## config.mk

```make
export PLATFORM = sky130hd
export DESIGN_NAME = ad7989_axis_packer
export DESIGN_NICKNAME = d
export VERILOG_FILES = /design/src/rtl/ad7989_pack_pkg.sv /design/src/rtl/ad7989_sync_fifo.sv /design/src/rtl/ad7989_axis_packer.sv
export SDC_FILE = /design/constraint.sdc
export NUM_CORES = 1
export LEC_CHECK = 0
export CORE_ASPECT_RATIO = 1.75
export CORE_MARGIN = 8
export CORE_UTILIZATION = 56
export CTS_CLUSTER_SIZE = 10
export DETAILED_ROUTE_END_ITERATION = 6
export PLACE_DENSITY = 0.84
export SLEW_MARGIN = 10
export SYNTH_ARGS = -nofsm -noshare
export SYNTH_HDL_FRONTEND = slang
export SYNTH_SLANG_ARGS = --single-unit
```

## constraint.sdc

```tcl
create_clock -name ad_clk -period 3.7 [get_ports ad_clk]
set_clock_uncertainty 0.05 [all_clocks]
set_input_delay 0.555 -clock ad_clk [delete_from_list [all_inputs] [get_ports ad_clk]]
set_output_delay 0.555 -clock ad_clk [all_outputs]
set_load 0.1 [all_outputs]
```

## src/rtl/ad7989_pack_pkg.sv

```systemverilog
// ----------------------------------------------------------------------------
// ad7989_pack_pkg
// Shared definitions for the AD7989 AXI4-Stream packer:
//   - state_t   : packer FSM encoding (IDLE / RUN / FLUSH)
//   - SAMPLE_W  : converter sample width (18)
//   - AXIS_W    : stream word width (32)
//   - OVF_CNT_W : dropped-sample counter width (16)
//   - FIFO_W    : FIFO entry width, {tlast, tdata}
// Optional feature macro: AD7989_PACK_SEQ_TAG_EN (frame sequence tag in tdata).
// ----------------------------------------------------------------------------
package ad7989_pack_pkg;

    typedef enum logic [1:0] {
        ST_IDLE  = 2'd0,
        ST_RUN   = 2'd1,
        ST_FLUSH = 2'd2
    } state_t;

    localparam int SAMPLE_W  = 18;
    localparam int AXIS_W    = 32;
    localparam int OVF_CNT_W = 16;
    localparam int FIFO_W    = AXIS_W + 1;

    // Places a sample (or zero pad) into a stream word. The 8-bit tag field
    // sits in the top byte; it is simply zero when tagging is compiled out.
    function automatic logic [AXIS_W-1:0] pack_word(
        input logic [7:0]          tag,
        input logic [SAMPLE_W-1:0] sample
    );
        return {tag, 6'b0, sample};
    endfunction

endpackage

```

## src/rtl/ad7989_sync_fifo.sv

```systemverilog
// ----------------------------------------------------------------------------
// ad7989_sync_fifo
// Single-clock first-word-fall-through FIFO. The head entry is visible on
// rd_data whenever empty is low; rd_en consumes it.
// Ports:
//   clk      in   clock
//   rst_n    in   synchronous active-low reset (empties the FIFO)
//   wr_en    in   push request (ignored when full)
//   wr_data  in   WIDTH-bit entry to push
//   rd_en    in   pop request (ignored when empty)
//   rd_data  out  head entry
//   full     out  2**AW entries stored
//   empty    out  no entries stored
// ----------------------------------------------------------------------------
module ad7989_sync_fifo #(
    parameter int WIDTH = 33,
    parameter int AW    = 6
) (
    input  logic             clk,
    input  logic             rst_n,
    input  logic             wr_en,
    input  logic [WIDTH-1:0] wr_data,
    input  logic             rd_en,
    output logic [WIDTH-1:0] rd_data,
    output logic             full,
    output logic             empty
);

    localparam logic [AW:0] DEPTH = (AW+1)'(1) << AW;

    logic [WIDTH-1:0] mem_q [2**AW];
    logic [AW-1:0]    wr_ptr_q, wr_ptr_d;
    logic [AW-1:0]    rd_ptr_q, rd_ptr_d;
    logic [AW:0]      count_q,  count_d;
    logic             push;
    logic             pop;

    assign full    = (count_q == DEPTH);
    assign empty   = (count_q == '0);
    assign rd_data = mem_q[rd_ptr_q];

    // Full and empty both come from the registered count, so a push while
    // full is refused even when a pop happens in the same cycle.
    always_comb begin
        push     = wr_en && !full;
        pop      = rd_en && !empty;
        wr_ptr_d = wr_ptr_q;
        rd_ptr_d = rd_ptr_q;
        count_d  = count_q;
        if (push) begin
            wr_ptr_d = wr_ptr_q + 1'b1;
        end
        if (pop) begin
            rd_ptr_d = rd_ptr_q + 1'b1;
        end
        if (push && !pop) begin
            count_d = count_q + 1'b1;
        end else if (pop && !push) begin
            count_d = count_q - 1'b1;
        end
    end

    always_ff @(posedge clk) begin
        if (!rst_n) begin
            wr_ptr_q <= '0;
            rd_ptr_q <= '0;
            count_q  <= '0;
        end else begin
            wr_ptr_q <= wr_ptr_d;
            rd_ptr_q <= rd_ptr_d;
            count_q  <= count_d;
        end
    end

    // Storage is not reset; stale entries are unreachable once the pointers
    // and count are cleared.
    always_ff @(posedge clk) begin
        if (push) begin
            mem_q[wr_ptr_q] <= wr_data;
        end
    end

endmodule

```

## src/rtl/ad7989_axis_packer.sv

```systemverilog
// ----------------------------------------------------------------------------
// ad7989_axis_packer
// Buffers 18-bit AD7989 samples in a FIFO and streams them to the AXI DMA as
// fixed-length frames of 32-bit words, tlast on the final word of each frame.
// When capture stops mid-frame the frame is completed with zero words.
// Samples arriving while the FIFO is full are dropped and counted.
// Parameters:
//   FRAME_LEN  words per frame (2..65535)
//   FIFO_AW    FIFO address width, depth 2**FIFO_AW
// Ports:
//   ad_clk         in   sole clock
//   rst_n          in   synchronous active-low reset
//   ad_start       in   capture enable (level; capture begins on rising edge)
//   ad_data        in   18-bit sample
//   ad_data_rdy    in   one-cycle strobe qualifying ad_data
//   m_axis_tdata   out  stream data
//   m_axis_tvalid  out  stream valid
//   m_axis_tready  in   stream ready
//   m_axis_tlast   out  last word of frame
//   busy           out  FSM not idle
//   overflow       out  sticky: a sample was dropped since the last start
//   overflow_cnt   out  dropped-sample count, saturating
// Optional feature macro: AD7989_PACK_SEQ_TAG_EN
//   defined   : tdata = {frame_seq[7:0], 6'b0, sample[17:0]}
//   undefined : tdata = {14'b0, sample[17:0]}
// ----------------------------------------------------------------------------
module ad7989_axis_packer
    import ad7989_pack_pkg::*;
#(
    parameter int FRAME_LEN = 1024,
    parameter int FIFO_AW   = 6
) (
    input  logic                 ad_clk,
    input  logic                 rst_n,
    input  logic                 ad_start,
    input  logic [17:0]          ad_data,
    input  logic                 ad_data_rdy,
    output logic [31:0]          m_axis_tdata,
    output logic                 m_axis_tvalid,
    input  logic                 m_axis_tready,
    output logic                 m_axis_tlast,
    output logic                 busy,
    output logic                 overflow,
    output logic [15:0]          overflow_cnt
);

    localparam logic [15:0] LAST_IDX = 16'(FRAME_LEN - 1);

    state_t                 state_q, state_d;
    logic [15:0]            index_q, index_d;
    logic                   start_q, start_d;
    logic                   ovf_q,   ovf_d;
    logic [OVF_CNT_W-1:0]   ovf_cnt_q, ovf_cnt_d;
    logic [7:0]             tag;

    logic                   fifo_wr;
    logic                   wr_last;
    logic [SAMPLE_W-1:0]    wr_sample;
    logic [FIFO_W-1:0]      fifo_rd_data;
    logic                   fifo_full;
    logic                   fifo_empty;

`ifdef AD7989_PACK_SEQ_TAG_EN
    logic [7:0]             seq_q, seq_d;
    assign tag = seq_q;
`else
    assign tag = 8'h00;
`endif

    ad7989_sync_fifo #(
        .WIDTH (FIFO_W),
        .AW    (FIFO_AW)
    ) u_fifo (
        .clk     (ad_clk),
        .rst_n   (rst_n),
        .wr_en   (fifo_wr),
        .wr_data ({wr_last, pack_word(tag, wr_sample)}),
        .rd_en   (m_axis_tready),
        .rd_data (fifo_rd_data),
        .full    (fifo_full),
        .empty   (fifo_empty)
    );

    // Data and last are forced low while nothing is queued so the bus shows
    // zeros after reset instead of stale FIFO storage.
    assign m_axis_tvalid = !fifo_empty;
    assign m_axis_tdata  = fifo_empty ? '0   : fifo_rd_data[AXIS_W-1:0];
    assign m_axis_tlast  = fifo_empty ? 1'b0 : fifo_rd_data[AXIS_W];
    assign busy          = (state_q != ST_IDLE);
    assign overflow      = ovf_q;
    assign overflow_cnt  = ovf_cnt_q;

    // Next-state and write control. The RUN exit looks at the index after
    // this cycle's write, so a sample that completes a frame in the same
    // cycle that ad_start falls leads straight to IDLE without padding.
    always_comb begin
        state_d   = state_q;
        index_d   = index_q;
        start_d   = ad_start;
        ovf_d     = ovf_q;
        ovf_cnt_d = ovf_cnt_q;
        fifo_wr   = 1'b0;
        wr_last   = 1'b0;
        wr_sample = '0;
`ifdef AD7989_PACK_SEQ_TAG_EN
        seq_d     = seq_q;
`endif
        case (state_q)
            ST_IDLE: begin
                if (ad_start && !start_q) begin
                    state_d   = ST_RUN;
                    index_d   = '0;
                    ovf_d     = 1'b0;
                    ovf_cnt_d = '0;
`ifdef AD7989_PACK_SEQ_TAG_EN
                    seq_d     = '0;
`endif
                end
            end
            ST_RUN: begin
                if (ad_data_rdy) begin
                    if (!fifo_full) begin
                        fifo_wr   = 1'b1;
                        wr_sample = ad_data;
                        wr_last   = (index_q == LAST_IDX);
                        index_d   = wr_last ? '0 : index_q + 16'd1;
`ifdef AD7989_PACK_SEQ_TAG_EN
                        if (wr_last) begin
                            seq_d = seq_q + 8'd1;
                        end
`endif
                    end else begin
                        ovf_d = 1'b1;
                        if (ovf_cnt_q != '1) begin
                            ovf_cnt_d = ovf_cnt_q + 1'b1;
                        end
                    end
                end
                if (!ad_start) begin
                    state_d = (index_d == '0) ? ST_IDLE : ST_FLUSH;
                end
            end
            ST_FLUSH: begin
                // Padding stalls on a full FIFO rather than being dropped.
                if (!fifo_full) begin
                    fifo_wr = 1'b1;
                    wr_last = (index_q == LAST_IDX);
                    index_d = wr_last ? '0 : index_q + 16'd1;
                    if (wr_last) begin
                        state_d = ST_IDLE;
`ifdef AD7989_PACK_SEQ_TAG_EN
                        seq_d   = seq_q + 8'd1;
`endif
                    end
                end
            end
            default: begin
                state_d = ST_IDLE;
            end
        endcase
    end

    always_ff @(posedge ad_clk) begin
        if (!rst_n) begin
            state_q   <= ST_IDLE;
            index_q   <= '0;
            start_q   <= 1'b0;
            ovf_q     <= 1'b0;
            ovf_cnt_q <= '0;
`ifdef AD7989_PACK_SEQ_TAG_EN
            seq_q     <= '0;
`endif
        end else begin
            state_q   <= state_d;
            index_q   <= index_d;
            start_q   <= start_d;
            ovf_q     <= ovf_d;
            ovf_cnt_q <= ovf_cnt_d;
`ifdef AD7989_PACK_SEQ_TAG_EN
            seq_q     <= seq_d;
`endif
        end
    end

endmodule
```

==> results.ini, run 1 <==
[status]
status = complete, but fails checks
violations = design-rule violations, negative setup slack

[drt]
drc_errors = 3
first_pass_iters = 7
ant_nets = 0
vias = 27490
drt_first_iter_violations = 4087
avgViaCountPerCell = 7.175
wirelength_microns = 149700
wl_per_cell_microns = 39.06

[timing]
rsz0062_at_grt = yes
period_share_pct = 116.7
setup_violations = 19
tightest_slew_ns = 1.013
fin_crit_ns = 4.318
hold_viol = 0
drv_slew = 0
clock.fmax_mhz = 231.6
setup_ws_ns = -0.6176
slew_headroom_pct = 32.24

[yosys]
netlist_area_sq_um = 50290
ys_dominant_reg_cell = edfxtp_1
syn_area_per_cell_sq_um = 21.87
synth_warnings = 0
synth_edf_count = 1216
ys_ff_latch = 1277
ys_async_sr_fraction_pct = 0
synth_seq_area_share_pct = 75.04
synthCells = 2299
yosys.cell_types.count = 65

[cts]
cts_tree = yes
cts_hold_buf = 0
clock-sinks = 1277
clk_latency_ns = 0.76
cts_made_buffers = 145
root_buffer = clkbuf_16
path_clk_slew_ns = 0.05
cts-htree-levels = 4
cts_buffer_depth = 3

[floorplanning]
die_height_microns = 412.4
fp-row-count = 145
coreArea_sq_um = 89080
io_pins = 75
start_util_pct = 56.45
dieWidth_microns = 242.5
dieArea_sq_um = 100000

[final_layout]
layout_common_cells = edfxtp_1, mux4_2, buf_4, clkbuf_16, dfxtp_1
syn_to_final_growth_pct = 17.08
final_layout_size_suffix_gt1_share_pct = 34.82
nNetsFinal = 2648
final_common_cell = edfxtp_1
post-route-util_pct = 66.10

[worst_setup_path]
rr_endpoint = u_fifo.mem_q[26][5]
required_ns = 3.09
cp.arrival_ns = 3.71
crit_family = multiplexers
end_kind = output port
crit_buf_inv = 3
crit_path_start_kind = flop
worstSetupPathType = flop to output port
worstRegToRegCells = 11
cp_max_fo = 15
critical_path.cell_chain = buf_12 -> buf_12 -> mux4_2 -> mux4_2 -> mux4_2 -> and2_1 -> buf_12
crit_slowest_cell = mux4_2
cp_slowest_stage_delay_ns = 0.58
timing.rr.start = state_q[1]
ff2ff_setup_slack_ns = 0.13

[min_path]
hold_path_depth = 2
hold_path_class = flop to flop
hp-start = u_fifo.rd_ptr_q[1]

[placement]
dpl.hpwl_microns = 76790
dpl_worst_slack_ns = 0.0007601
portBuffers = 60
gp_congestion = 0.8282

[grt]
track_usage_pct = 29.35
grt_pass1_vias = 28360
grt_max_degree = 65
grt_pass1_wl_microns = 207200
grt-ovfl-total = 0
antenna_found_initial = 2

[job]
max_cap_violations = 0

[power_and_ir_drop]
p_total_mw = 38.46
power_density_nw_per_um2 = 653.2
cellLeakagePower_nw = 18.38
ir_drop_uv = 491.5

==> cell type report <==
class                   instances  area, sq um
diodes                          2        5.005
repair buffers                291         3447
fillers                      5130        30200
clock inverters                12        235.2
well taps                    1176         1471
inverters                      14        52.55
flip-flops and latches       1277        37750
multi-input cells             881        12100
clock buffers                 179         3820
==> worst max path at each step <==
stage	endpoint	slack, ns	cells past startpoint
finish	m_axis_tdata[1]	-0.62	7
global route	m_axis_tdata[1]	-0.67	7
CTS	m_axis_tdata[13]	-0.62	6
detailed placement	u_fifo.count_q[6]	0.0008	16
global placement	u_fifo.count_q[6]	0.01	16
floorplan	u_fifo.count_q[6]	0.13	14
==> tightest hold or removal path: stages (launching register included) <==
cell,delay [ns]
dfxtp_1,0.32
nand2_1,0.06
a21boi_1,0.07
==> logic make-up (layout without fill, tap and decap cells) <==
| group | after synthesis | after routing | share of synthesized area [%] |
|---|---|---|---|
| simple gates | 315 | 315 | 3.237 |
| compound gates | 105 | 105 | 1.418 |
| fa+ha+maj | 15 | 15 | 0.3881 |
| mux | 404 | 404 | 17.97 |
| flops | 1277 | 1277 | 75.04 |
| other cells | 1 | 16 | 0.007457 |
| buf+inv | 154 | 496 | 1.448 |
| xor+xnor | 28 | 28 | 0.4877 |
==> Yosys cell counts (8+ instances only) <==
cell type  instances  area, sq um
a21boi_1           9        67.56
a31oi_1           13        81.33
and2_1            57        356.6
buf_1             11        41.29
buf_2             24        120.1
buf_4             26        195.2
clkbuf_1          76        285.3
dfxtp_1           61         1221
edfxtp_1        1216        36520
ha_1              14        175.2
inv_1             12        45.04
mux4_2           399         8986
nand2_1           51        191.4
nand3_1           21        105.1
nand4_1           15        93.84
nor2_1           101        379.1
nor2b_1           11        68.82
nor3_1             8        40.04
o21ai_0           20        100.1
o21ai_1           13        65.06
xnor2_1           21        183.9
==> state kept, by name, summed over array words and instances (netlist names), named ones only <==
name and flops:
overflow_cnt 16, u_fifo.mem_q 1216, state_q 2, overflow 1, index_q 16, start_q 1, u_fifo.count_q 7, u_fifo.rd_ptr_q 6
u_fifo.wr_ptr_q 6
==> layer usage <==
metal  wire length (microns)  global-route usage [%]  vias to the layer above
met4                   11980                   21.06                        2
met2                   76480                   50.34                     2763
met1                   44660                   31.88                    13920
li1                        -                       -                    10170
met3                   16540                   6.884                      637
met5                      13                       0                        -
==> power breakdown <==
group	switching, mW	internal, mW	leakage [nW]
Combinational	4.99	4.22	4.80
Clock	5.83	7.25	1.96
Sequential	0.0903	16.1	11.6
Total	10.9	27.6	18.4
==> stage by stage <==
stage | setup TNS, ns | hold WS, ns | instance area [sq um] | cells
5_1_grt | -11.63 | 0.4444 | 58880 | 3832
2_1_floorplan | 0 | 0.4037 | 50340 | 2312
3_5_place_dp | 0 | 0.4403 | 53870 | 3592
6_report | -10.61 | 0.4439 | 58880 | 3832
4_1_cts | -10.69 | 0.3965 | 58580 | 3812
3_3_place_gp | 0 | 0.4151 | 53870 | 3592
==> what timing repair did <==
item	in CTS	in global routing
pin swaps	0	1
endpoints found under the setup margin	19	21
cloned	12	3
resized for setup	39	26
buffers inserted	17	16
Note: power is estimated with default switching activity, not from simulation.
==> run 2, diff against run 1 <==
RECOVER_POWER = 25   (was not set)
SLEW_MARGIN = 0   (was 10)
==> run 2 against run 1 <==
The run ends with max-capacitance violations, max-slew violations, negative setup slack left. Utilization decreased by 0.090 points. Non-clock buffer count unchanged. Highest routed layer unchanged. Via count increased by 0.34%. Clock-buffer cell count unchanged. Wire length increased by 0.20%. Sequential power about the same. Global-route usage unchanged. Critical path depth unchanged.
==> results.ini, run 2 (same netlist as run 1, synthesis figures left out) <==
[final_layout]
syn_to_final_growth_pct = 16.92
largest_reg_flops = 1216  ; unchanged
final_common_cell = edfxtp_1
nNetsFinal = 2648  ; unchanged
largest_register = u_fifo.mem_q
layout_common_cells = edfxtp_1, mux4_2, clkbuf_16, buf_4, dfxtp_1
final_layout_size_suffix_gt1_share_pct = 34.06  ; -0.75 points
final_cells = 3832  ; unchanged

[timing]
drv_slew = 486  ; +486
tightest_slew_ns = 1.642  ; +0.6288 ns
whs_ns = 0.4499  ; +0.006085 ns
setup_ws_ns = -0.6146  ; +0.002960 ns
setup_violations = 19  ; unchanged
rsz0062_at_grt = yes
period_share_pct = 116.6  ; about the same
fin_crit_ns = 4.315  ; -0.002960 ns
hold_viol = 0  ; unchanged
clock.fmax_mhz = 231.8  ; about the same
slew_headroom_pct = -9.466  ; -42 points

[grt]
grt_max_degree = 65  ; unchanged
track_usage_pct = 29.35  ; unchanged
grt-ovfl-total = 0  ; unchanged
grt_pass1_wl_microns = 207200  ; unchanged
grt_pass1_vias = 28360  ; unchanged
antenna_found_initial = 2  ; unchanged

[status]
violations = max-capacitance violations, max-slew violations, negative setup slack
status = complete, but fails checks

[power_and_ir_drop]
cellLeakagePower_nw = 18.32  ; -0.34%
p_total_mw = 38.41  ; -0.12%
power_density_nw_per_um2 = 653.3  ; about the same
ir_drop_uv = 483.8  ; -1.6%

[drt]
ant_nets = 0  ; unchanged
drt_first_iter_violations = 4123  ; +0.88%
wl_per_cell_microns = 39.14  ; +0.20%
avgViaCountPerCell = 7.199  ; +0.34%
vias = 27590  ; +0.34%
wirelength_microns = 150000  ; +0.20%
drc_errors = 0  ; -3
first_pass_iters = 7  ; unchanged

[placement]
gp_congestion = 0.8282  ; unchanged
dp_cells = 3592  ; unchanged
dpl_worst_slack_ns = 0.0007601  ; unchanged
portBuffers = 60  ; unchanged
dpl.hpwl_microns = 76790  ; unchanged

[worst_setup_path]
critical_path.cell_chain = buf_12 -> buf_12 -> mux4_2 -> mux4_2 -> mux4_2 -> and2_1 -> buf_12
crit_slowest_cell = mux4_2
crit_family = multiplexers
end_kind = output port
required_ns = 3.09  ; about the same
crit_path_start_kind = flop
cp_slowest_stage_delay_ns = 0.58  ; about the same
cp.arrival_ns = 3.71  ; about the same
cp_max_fo = 15  ; unchanged
worstSetupPathType = flop to output port
crit_buf_inv = 3  ; unchanged

[floorplanning]
fp-row-count = 145  ; unchanged
die_height_microns = 412.4  ; unchanged
dieWidth_microns = 242.5  ; unchanged
coreArea_sq_um = 89080  ; unchanged
dieArea_sq_um = 100000  ; unchanged
io_pins = 75  ; unchanged
start_util_pct = 56.45  ; unchanged

[cts]
root_buffer = clkbuf_16
clock-sinks = 1277  ; unchanged
cts-htree-levels = 4  ; unchanged
cts_tree = yes
path_clk_slew_ns = 0.06  ; about the same
cts_buffer_depth = 3  ; unchanged
cts_made_buffers = 145  ; unchanged
clk_latency_ns = 0.76  ; about the same

[job]
max_cap_violations = 10  ; +10

[min_path]
hold_path_class = input pin to flop

[run 2: timing repair]
action	CTS	global route
resized for setup	39	26
pin swaps	0	1
endpoints found under the setup margin	19	21
cloned	12	3
setup buffers	17	16
hold buffers	0	0
[run 2: cell type report]
type,count,area (sq um)
Timing Repair Buffer,291,3383
Antenna cell,2,5.005
Tap cell,1176,1471
Clock inverter,12,235.2
Fill cell,5154,30280
Inverter,14,52.55
Multi-Input combinational cell,881,12080
Clock buffer,179,3820
Sequential cell,1277,37750
[run 2: power breakdown]
part	leakage [nW]	internal, mW	switching [mW]
registers	11.6	16.1	0.0897
clock network	1.96	7.25	5.80
logic	4.74	4.18	4.98
[run 2: path summary, 6_finish.rpt]
path,cells past startpoint,slack [ns],startpoint,end
max reg2reg,11,0.11,state_q[1],u_fifo.mem_q[26][5]
min reg2reg,2,0.47,u_fifo.rd_ptr_q[1],flop
max,7,-0.61,flop,m_axis_tdata[1]
min,2,0.45,ad_start,start_q
[run 2: metal layers]
layer  part of all wire [%]  track usage (%)
met1                     30            31.88
met2                     51            50.34
met3                     11            6.884
met5                 0.0087                0
met4                    8.3            21.06
[run 2: worst register-to-register path, delay by kind of cell, from the launching register on]
| family | cells | cell delay, ns |
|---|---|---|
| simple gates | 5 | 1.66 |
| buf+inv | 3 | 0.69 |
| flops | 1 | 0.36 |
| compound gates | 2 | 0.26 |
| fa+ha+maj | 1 | 0.18 |
[run 2: through the flow]
step                util (%)  setup TNS (ns)  area [sq um]
floorplan                  -               0         50340
global placement       60.48               0         53870
detailed placement     60.48               0         53870
CTS                    65.77          -10.69         58580
global route           66.01          -11.74         58800
finish                 66.01          -10.60         58800
